[src/rtl/sevenseg_scan_ctrl.sv]
// Scans NUM_DIGITS common-anode digits through one shared BCD-to-7-segment decoder,
// with a dead-time blank per slot, optional leading-zero blanking and per-frame input snapshots.
module sevenseg_scan_ctrl #(
  parameter int NUM_DIGITS      = 4,
  parameter int REFRESH_DIV     = 100000,
  parameter int BLANK_CYCLES    = 1000,
  parameter int LEAD_ZERO_BLANK = 1
) (
  input  logic                            clk,
  input  logic                            rst,
  input  logic                            en,
  input  logic [4*NUM_DIGITS-1:0]         digits_bcd,
  input  logic [NUM_DIGITS-1:0]           dp_in,
  output logic [3:0]                      bcd_out,
  output logic [NUM_DIGITS-1:0]           an_out,
  output logic                            dp_out,
  output logic [$clog2(NUM_DIGITS)-1:0]   digit_idx,
  output logic                            frame_start
);

  localparam int IDX_W       = $clog2(NUM_DIGITS);
  localparam int CNT_W       = $clog2(REFRESH_DIV);
  localparam int SHOW_CYCLES = REFRESH_DIV - BLANK_CYCLES;

  typedef enum logic [1:0] {IDLE, BLANK, SHOW} state_e;

  state_e                  state_q;
  logic [CNT_W-1:0]        cnt_q;
  logic [IDX_W-1:0]        idx_q;
  logic [4*NUM_DIGITS-1:0] snap_q;
  logic [NUM_DIGITS-1:0]   dp_snap_q;
  logic [3:0]              bcd_q;
  logic [NUM_DIGITS-1:0]   an_q;
  logic                    dp_q;
  logic                    frame_start_q;

  // Digit value as sent to the decoder: 4'hF when it is a leading zero with no decimal point
  // anywhere at or above it. Digit 0 always shows.
  function automatic logic [3:0] disp_bcd(input logic [4*NUM_DIGITS-1:0] d,
                                          input logic [NUM_DIGITS-1:0]   p,
                                          input logic [IDX_W-1:0]        idx);
    logic lead_zero;
    // NOTE: blocking assignments are correct here; this is a local variable of a function.
    lead_zero = (LEAD_ZERO_BLANK != 0) && (idx != '0);
    for (int j = 0; j < NUM_DIGITS; j++) begin
      if (j >= int'(idx) && (d[4*j +: 4] != 4'd0 || p[j])) lead_zero = 1'b0;
    end
    return lead_zero ? 4'hF : d[4*idx +: 4];
  endfunction

  // bcd_q/dp_q are loaded when a BLANK slot begins, so they are stable before the anode drops.
  always_ff @(posedge clk) begin
    if (rst) begin
      // NOTE: sequential state uses non-blocking assignments; the snapshot is reset too so
      // a restart never exposes stale digits.
      state_q       <= IDLE;
      cnt_q         <= '0;
      idx_q         <= '0;
      snap_q        <= '0;
      dp_snap_q     <= '0;
      bcd_q         <= 4'hF;
      an_q          <= '1;
      dp_q          <= 1'b1;
      frame_start_q <= 1'b0;
    end else if (!en) begin
      state_q       <= IDLE;
      cnt_q         <= '0;
      idx_q         <= '0;
      bcd_q         <= 4'hF;
      an_q          <= '1;
      dp_q          <= 1'b1;
      frame_start_q <= 1'b0;
    end else begin
      frame_start_q <= 1'b0;
      case (state_q)
        IDLE: begin
          state_q       <= BLANK;
          cnt_q         <= '0;
          idx_q         <= '0;
          snap_q        <= digits_bcd;
          dp_snap_q     <= dp_in;
          bcd_q         <= disp_bcd(digits_bcd, dp_in, '0);
          dp_q          <= ~dp_in[0];
          an_q          <= '1;
          frame_start_q <= 1'b1;
        end
        BLANK: begin
          if (cnt_q == CNT_W'(BLANK_CYCLES - 1)) begin
            state_q <= SHOW;
            cnt_q   <= '0;
            an_q    <= ~(NUM_DIGITS'(1) << idx_q);
          end else begin
            cnt_q <= cnt_q + 1'b1;
          end
        end
        SHOW: begin
          if (cnt_q == CNT_W'(SHOW_CYCLES - 1)) begin
            state_q <= BLANK;
            cnt_q   <= '0;
            an_q    <= '1;
            if (idx_q == IDX_W'(NUM_DIGITS - 1)) begin
              idx_q         <= '0;
              snap_q        <= digits_bcd;
              dp_snap_q     <= dp_in;
              bcd_q         <= disp_bcd(digits_bcd, dp_in, '0);
              dp_q          <= ~dp_in[0];
              frame_start_q <= 1'b1;
            end else begin
              idx_q <= idx_q + 1'b1;
              bcd_q <= disp_bcd(snap_q, dp_snap_q, idx_q + 1'b1);
              dp_q  <= ~dp_snap_q[idx_q + 1'b1];
            end
          end else begin
            cnt_q <= cnt_q + 1'b1;
          end
        end
        default: state_q <= IDLE;
      endcase
    end
  end

  assign bcd_out     = bcd_q;
  assign an_out      = an_q;
  assign dp_out      = dp_q;
  assign digit_idx   = idx_q;
  assign frame_start = frame_start_q;

endmodule

[config.mk]
export PLATFORM = sky130hd
export DESIGN_NAME = sevenseg_scan_ctrl
export DESIGN_NICKNAME = d
export VERILOG_FILES = /design/src/rtl/sevenseg_scan_ctrl.sv
export SDC_FILE = /design/constraint.sdc
export NUM_CORES = 1
export LEC_CHECK = 0
export ABC_AREA = 1
export CORE_UTILIZATION = 56
export CTS_CLUSTER_DIAMETER = 40
export DETAILED_ROUTE_END_ITERATION = 10
export PLACE_DENSITY = 0.8
export SETUP_SLACK_MARGIN = 0.05
export SKIP_CTS_REPAIR_TIMING = 1
export SLEW_MARGIN = 20
export SYNTH_ARGS = -nofsm -noshare
export SYNTH_HDL_FRONTEND = slang
export SYNTH_SLANG_ARGS = --single-unit
[constraint.sdc]
create_clock -name clk -period 1.9 [get_ports clk]
set_input_delay 0.38 -clock clk [delete_from_list [all_inputs] [get_ports clk]]
set_output_delay 0.38 -clock clk [all_outputs]
set_load 0.02 [all_outputs]
# Word-level counts from Yosys, hierarchy flattened

Index checks and enable logic that the tools add are counted.

Logic and storage cells: 98
Output and inout port bits: 12
Input bits: 23
Register bits: 51

Reductions and logical operators: 20
Add/subtract/negate cells: 2
Bitwise logic cells: 4
Multiplexer cells: 49
Shift-type cells: 2
Eq/ne operators: 8
$lt $le $gt $ge: 4

Operators by type and width:

| kind                                                                               | count |
|---|---|
| 17-bit one-hot mux with 3 select lines                                             | 1 |
| 4-bit two-way mux                                                                  | 9 |
| 17-bit two-way mux                                                                 | 2 |
| 16-bit two-way mux                                                                 | 2 |
| 16-bit one-hot mux with 2 select lines                                             | 1 |
| 1-bit two-way mux                                                                  | 22 |
| 17-bit by 1-bit adder with 17-bit output, second input constant                    | 1 |
| 17-bit by 10-bit equality test with 1-bit output, second input constant            | 1 |
| 17-bit equality test, second input constant                                        | 1 |
| 4-bit one-hot mux with 2 select lines                                              | 2 |
| 4-bit nonzero test                                                                 | 4 |
| 16-bit by 5-bit variable part select with 4-bit output                             | 1 |
| 4-bit one-hot mux with 3 select lines                                              | 1 |
| 2-bit two-way mux                                                                  | 4 |
| 2-bit inequality test, second input constant                                       | 3 |
| 2-bit one-hot mux with 3 select lines                                              | 1 |
| 2-bit equality test, second input constant                                         | 2 |
| 1-bit by 2-bit greater-or-equal comparator with 1-bit output, first input constant | 2 |
| 1-bit logical OR                                                                   | 4 |
| 4-bit NOT                                                                          | 1 |
| 1-bit one-hot mux with 2 select lines                                              | 2 |
| 2-bit one-hot mux with 2 select lines                                              | 1 |
| 2-bit AND reduction                                                                | 2 |
| 4-bit AND reduction                                                                | 1 |
| other kinds (13)                                                                   | 18 |

# Logic depth before layout (Yosys ltp)

Depth in word-level cells: 16
Depth in mapped cells: 12
Depth with buffers taken out: 12

# Least setup slack after synthesis

No wires, ideal clock.

Path kind: register to register
From: register idx_q[0] (netlist: digit_idx[0])
To: register bcd_q[0] (netlist: bcd_out[0])
Data required time: 1767 ps
Cell stages (with the launch flop): 11
Path buffers: 1
Setup time: 133 ps
Clock period less this slack: 1889 ps
Arrival time: 1755 ps
Slack: 11 ps
Cells stage by stage: dfxtp_1 > buf_2 > inv_1 > ha_1 > inv_1 > a21oi_1 > o21ai_0 > a21oi_1 > nand2_1 > nand2_1 > nand3_1

Longest elaborated chain between the ends: 16
Elaborated cells on any way between the ends: 23
Classes of those cells: add/sub (1); order compare (3); eq/ne (1); shift (1); mux (13); reduce/logical (4)

RTL lines:

| element                                                      | RTL line | RTL |
|---|---|---|
| from (decl)                                                  | 29       | `logic [IDX_W-1:0] idx_q;` |
| from (signal assigned)                                       | 109      | `idx_q <= idx_q + 1'b1;` |
| 2-bit by 1-bit adder with 2-bit output                       | 110      | `bcd_q <= disp_bcd(snap_q, dp_snap_q, idx_q + 1'b1);` |
| 1-bit by 2-bit greater-or-equal comparator with 1-bit output | 46       | `if (j >= int'(idx) && (d[4*j +: 4] != 4'd0 \|\| p[j])) lead_zero = 1'b0;` |
| 1-bit logical AND                                            | 46       |  |
| 1-bit two-way mux (4 in series)                              | 46       |  |
| 1-bit two-way mux                                            | 101      | `if (idx_q == IDX_W'(NUM_DIGITS - 1)) begin` |
| 1-bit two-way mux                                            | 97       | `if (cnt_q == CNT_W'(SHOW_CYCLES - 1)) begin` |
| 1-bit two-way mux                                            | 75       | `case (state_q)` |
| 1-bit two-way mux                                            | 65       | `end else if (!en) begin` |
| 1-bit two-way mux                                            | 53       | `if (rst) begin` |
| 4-bit two-way mux                                            | 48       | `return lead_zero ? 4'hF : d[4*idx +: 4];` |
| 4-bit two-way mux (*)                                        | 101      |  |
| 4-bit two-way mux (*)                                        | 97       |  |
| 4-bit one-hot mux with 2 select lines (*)                    | 75       |  |
| to (signal assigned)                                         | 82       | `bcd_q <= disp_bcd(digits_bcd, dp_in, '0);` |
| to (signal assigned)                                         | 105      | `bcd_q <= disp_bcd(digits_bcd, dp_in, '0);` |
| to (signal assigned)                                         | 110      |  |
| to (decl)                                                    | 32       | `logic [3:0] bcd_q;` |

Mark *: on every way between the ends. The rest lies on a longest branch, timed or not. The select of a mux whose other input is x is not followed.
A chain may end at the register's enable or synchronous reset.

# Final worst setup path

From: register cnt_q[0]
To: register snap_q[3]

Longest elaborated chain between the ends: 3

RTL lines:

| element                         | RTL line | RTL |
|---|---|---|
| from (decl)                     | 28       | `logic [CNT_W-1:0] cnt_q;` |
| from (signal assigned)          | 93       | `cnt_q <= cnt_q + 1'b1;` |
| from (signal assigned)          | 114      | `cnt_q <= cnt_q + 1'b1;` |
| 17-bit equality test            | 97       |  |
| 2-bit inequality test (no line) | --       |  |
| 4-bit AND reduction (no line)   | --       |  |
| to (signal assigned)            | 80       | `snap_q <= digits_bcd;` |
| to (signal assigned)            | 103      | `snap_q <= digits_bcd;` |
| to (decl)                       | 30       | `logic [4*NUM_DIGITS-1:0] snap_q;` |

No other way between the ends.

==> flow_results.xml <==
<?xml version="1.0" encoding="UTF-8"?>
<metrics>
  <group name="sta">
    <metric name="number_of_slew_limit_violations_in_the_final_report" unit="">0</metric>
    <metric name="setup_repair_after_global_routing_missed_its_margin" unit="">false</metric>
    <metric name="final.setup_skew" unit="ps">7.17</metric>
    <metric name="hold-worst-slack" unit="ps">475</metric>
    <metric name="final_period_minus_worst_setup_slack" unit="ps">1750</metric>
    <metric name="final_min_period_over_clock_period" unit="%">92.2</metric>
    <metric name="max_clk_rate" unit="GHz">0.571</metric>
    <metric name="hold_violations" unit="">0</metric>
    <metric name="setup_violations" unit="">0</metric>
    <metric name="max-slew-margin-rel" unit="%">79.8</metric>
    <metric name="tightest_slew" unit="ps">301</metric>
    <metric name="fin_ws" unit="ps">148</metric>
    <metric name="fin_tns_setup" unit="ps">0</metric>
  </group>
  <group name="global_routing">
    <metric name="grt_overflow" unit="">0</metric>
    <metric name="grt.met1_usage" unit="%">32.6</metric>
    <metric name="grtUsageMet3" unit="%">4.12</metric>
    <metric name="grt_pass1_wl" unit="µm">11000</metric>
    <metric name="grt_max_degree" unit="">41</metric>
    <metric name="number_of_global_route_vias_before_repair" unit="">2521</metric>
    <metric name="grtUsageMet2" unit="%">45.7</metric>
    <metric name="busiest_layer" unit="">met2</metric>
    <metric name="grt_util_all_layers" unit="%">25.9</metric>
    <metric name="antenna_violations_before_repair" unit="">0</metric>
  </group>
  <group name="die">
    <metric name="die_h" unit="µm">73.9</metric>
    <metric name="die_span_x" unit="µm">73.9</metric>
    <metric name="row_count" unit="">25</metric>
    <metric name="floorplan.initialDensity" unit="%">59.6</metric>
    <metric name="core-area" unit="µm²">4850</metric>
    <metric name="die-area" unit="µm²">5450</metric>
    <metric name="design.portCount" unit="">35</metric>
  </group>
  <group name="worst_setup_path">
    <metric name="cp_max_fo" unit="">10</metric>
    <metric name="timing.critical_path.to_type" unit="">register</metric>
    <metric name="required" unit="ps">2110</metric>
    <metric name="timing.critical_path.from_type" unit="">register</metric>
    <metric name="cp_data_arrival_time" unit="ps">1960</metric>
    <metric name="crit_type" unit="">register to register</metric>
  </group>
  <group name="run_status">
    <metric name="status" unit="">complete, no violations</metric>
  </group>
  <group name="min_path">
    <metric name="min-delay-path-class" unit="">register to register</metric>
  </group>
  <group name="finish">
    <metric name="final_layout_size_suffix_gt1_share" unit="%">7.63</metric>
    <metric name="finish.cell_count_without_fillers" unit="">565</metric>
    <metric name="layout-area-overhead-vs-synth" unit="%">21.9</metric>
    <metric name="fin_nets" unit="">530</metric>
    <metric name="final_core_utilization" unit="%">72.7</metric>
    <metric name="fin_area" unit="µm²">3530</metric>
    <metric name="n_antenna_cell" unit="">0</metric>
    <metric name="fillerInstances" unit="">406</metric>
  </group>
  <group name="clock_network">
    <metric name="cts.path.max_buffers" unit="">2</metric>
    <metric name="clk_root_buffer_cell" unit="">clkbuf_8</metric>
    <metric name="tritoncts" unit="">done</metric>
    <metric name="worst_skew_pair.late_latency" unit="ps">310</metric>
    <metric name="htreeDepth" unit="">2</metric>
    <metric name="cts_buffers" unit="">5</metric>
    <metric name="clock_sinks" unit="">51</metric>
    <metric name="clk_transition_reported_paths" unit="ps">100</metric>
  </group>
  <group name="detailed_routing">
    <metric name="first_pass_iters" unit="">7</metric>
    <metric name="number_of_vias_per_cell" unit="">5.09</metric>
    <metric name="drt_iter0_drc" unit="">243</metric>
    <metric name="final_antenna_net_count" unit="">0</metric>
    <metric name="post-route-drc-count" unit="">0</metric>
    <metric name="detail_route.wl_per_cell" unit="µm">12.6</metric>
    <metric name="vias" unit="">2877</metric>
    <metric name="route.final.wire_length" unit="µm">7110</metric>
  </group>
  <group name="pwr">
    <metric name="peakVddDrop" unit="mV">0.397</metric>
    <metric name="overall_power_after_layout" unit="mW">2.48</metric>
    <metric name="power-per-cell-area" unit="nW/µm²">704</metric>
    <metric name="static-leakage-power" unit="nW">1.55</metric>
  </group>
  <group name="yosys">
    <metric name="synth_warnings" unit="">0</metric>
    <metric name="syn-instance-count" unit="">455</metric>
    <metric name="mappedNetlistNets" unit="">488</metric>
    <metric name="synth_seq_cells" unit="">51</metric>
    <metric name="synth.cell_area" unit="µm²">2890</metric>
    <metric name="synth-seq-area-share" unit="%">35.3</metric>
    <metric name="yosysUniqueCellTypes" unit="">24</metric>
    <metric name="syn_avg_cell_area" unit="µm²">6.35</metric>
  </group>
  <group name="placed_design">
    <metric name="placement.io_buffers" unit="">34</metric>
    <metric name="dp_hpwl" unit="µm">4770</metric>
    <metric name="dpl.cell_count" unit="">551</metric>
    <metric name="detailed_place.area" unit="µm²">3320</metric>
    <metric name="place_ws" unit="ps">40.5</metric>
    <metric name="place_congestion" unit="">0.940</metric>
  </group>
  <group name="run">
    <metric name="cap_violations" unit="">0</metric>
  </group>
</metrics>
-- cell usage after synthesis (all sizes together) --
master    n  area share, %
nand2   128             17
nor2     89             12
dfxtp    51             35
inv      50            6.5
nand3    38            7.0
a21oi    35            6.1
o21ai    16            2.8
buf      11            3.0
ha       10            4.3
nand4     7            1.5
clkbuf    5           0.65
xor2      4            1.2
clkinv    3           0.39
o21bai    3           0.78
xnor2     3           0.91
nor3      1           0.17
nor4      1           0.22
-- final timing paths --
kind         depth (start not counted)                    from                endpoint  slack [ps]
max reg2reg                         11   cnt_q[0]$_SDFFE_PP0N_  snap_q[3]$_SDFFE_PP0P_         150
max                                 11   cnt_q[0]$_SDFFE_PP0N_  snap_q[3]$_SDFFE_PP0P_         150
min reg2reg                          2  an_out[2]$_SDFFE_PP1P_  an_out[2]$_SDFFE_PP1P_         480
min                                  2  an_out[2]$_SDFFE_PP1P_  an_out[2]$_SDFFE_PP1P_         480
-- layout by cell type, fill, tap and decap left out, types with 5 or more instances in the layout --
cell / count
buf_4: 11
nand3_1: 37
ha_1: 8
nand2_1: 124
clkdlybuf4s50_1: 34
a21oi_1: 35
o21ai_0: 15
nor2_1: 85
dfxtp_1: 49
inv_1: 49
nand4_1: 7
clkbuf_8: 5
-- power by group --
| group | total (mW) | internal [mW] | switching (mW) | leakage [nW] |
|---|---|---|---|---|
| clock network | 0.651 | 0.265 | 0.386 | 0.0418 |
| registers | 1.19 | 1.15 | 0.0423 | 0.418 |
| logic | 0.643 | 0.252 | 0.391 | 1.09 |
| total | 2.48 | 1.66 | 0.819 | 1.55 |
-- state kept, by name (all words and copies together) (netlist names) --
signal / cells
bcd_out: 4
state_q: 2
cnt_q: 17
an_out: 4
frame_start: 1
dp_out: 1
dp_snap_q: 4
snap_q: 16
digit_idx: 2
-- kinds of logic after synthesis --
group | share of synthesized area [%]
simple gates | 38.1
buf+inv | 10.6
compound gates | 9.61
flops | 35.3
fa+ha+maj | 4.33
xor+xnor | 2.12
-- area by class of cell --
type / instances / area, µm² / area share (%)
Clock buffer: 6 / 72.6 / 2.06
Tap cell: 67 / 83.8 / 2.38
Multi-Input combinational cell: 338 / 1650 / 46.7
Clock inverter: 2 / 16.3 / 0.461
Inverter: 53 / 199 / 5.64
Sequential cell: 51 / 1020 / 29.0
Timing Repair Buffer: 48 / 483 / 13.7
-- critical path: stages (launching register included) --
cell,delay (ps)
dfxtp_1,370
ha_2,210
nand2_1,60
clkinv_1,70
nand2_1,50
nor2_1,90
nand2_1,120
nand2_4,130
buf_12,140
nand3_4,150
nor2_1,190
nor2_1,80
-- layer usage --
metal / part of all wire [%] / vias up / wire length, µm
li1: - / 1515 / -
met1: 45 / 1263 / 3170
met2: 50 / 83 / 3540
met3: 4.0 / 16 / 286
met4: 1.6 / 0 / 112
met5: 0 / - / 0
Note: power is estimated with default switching activity, not from simulation.
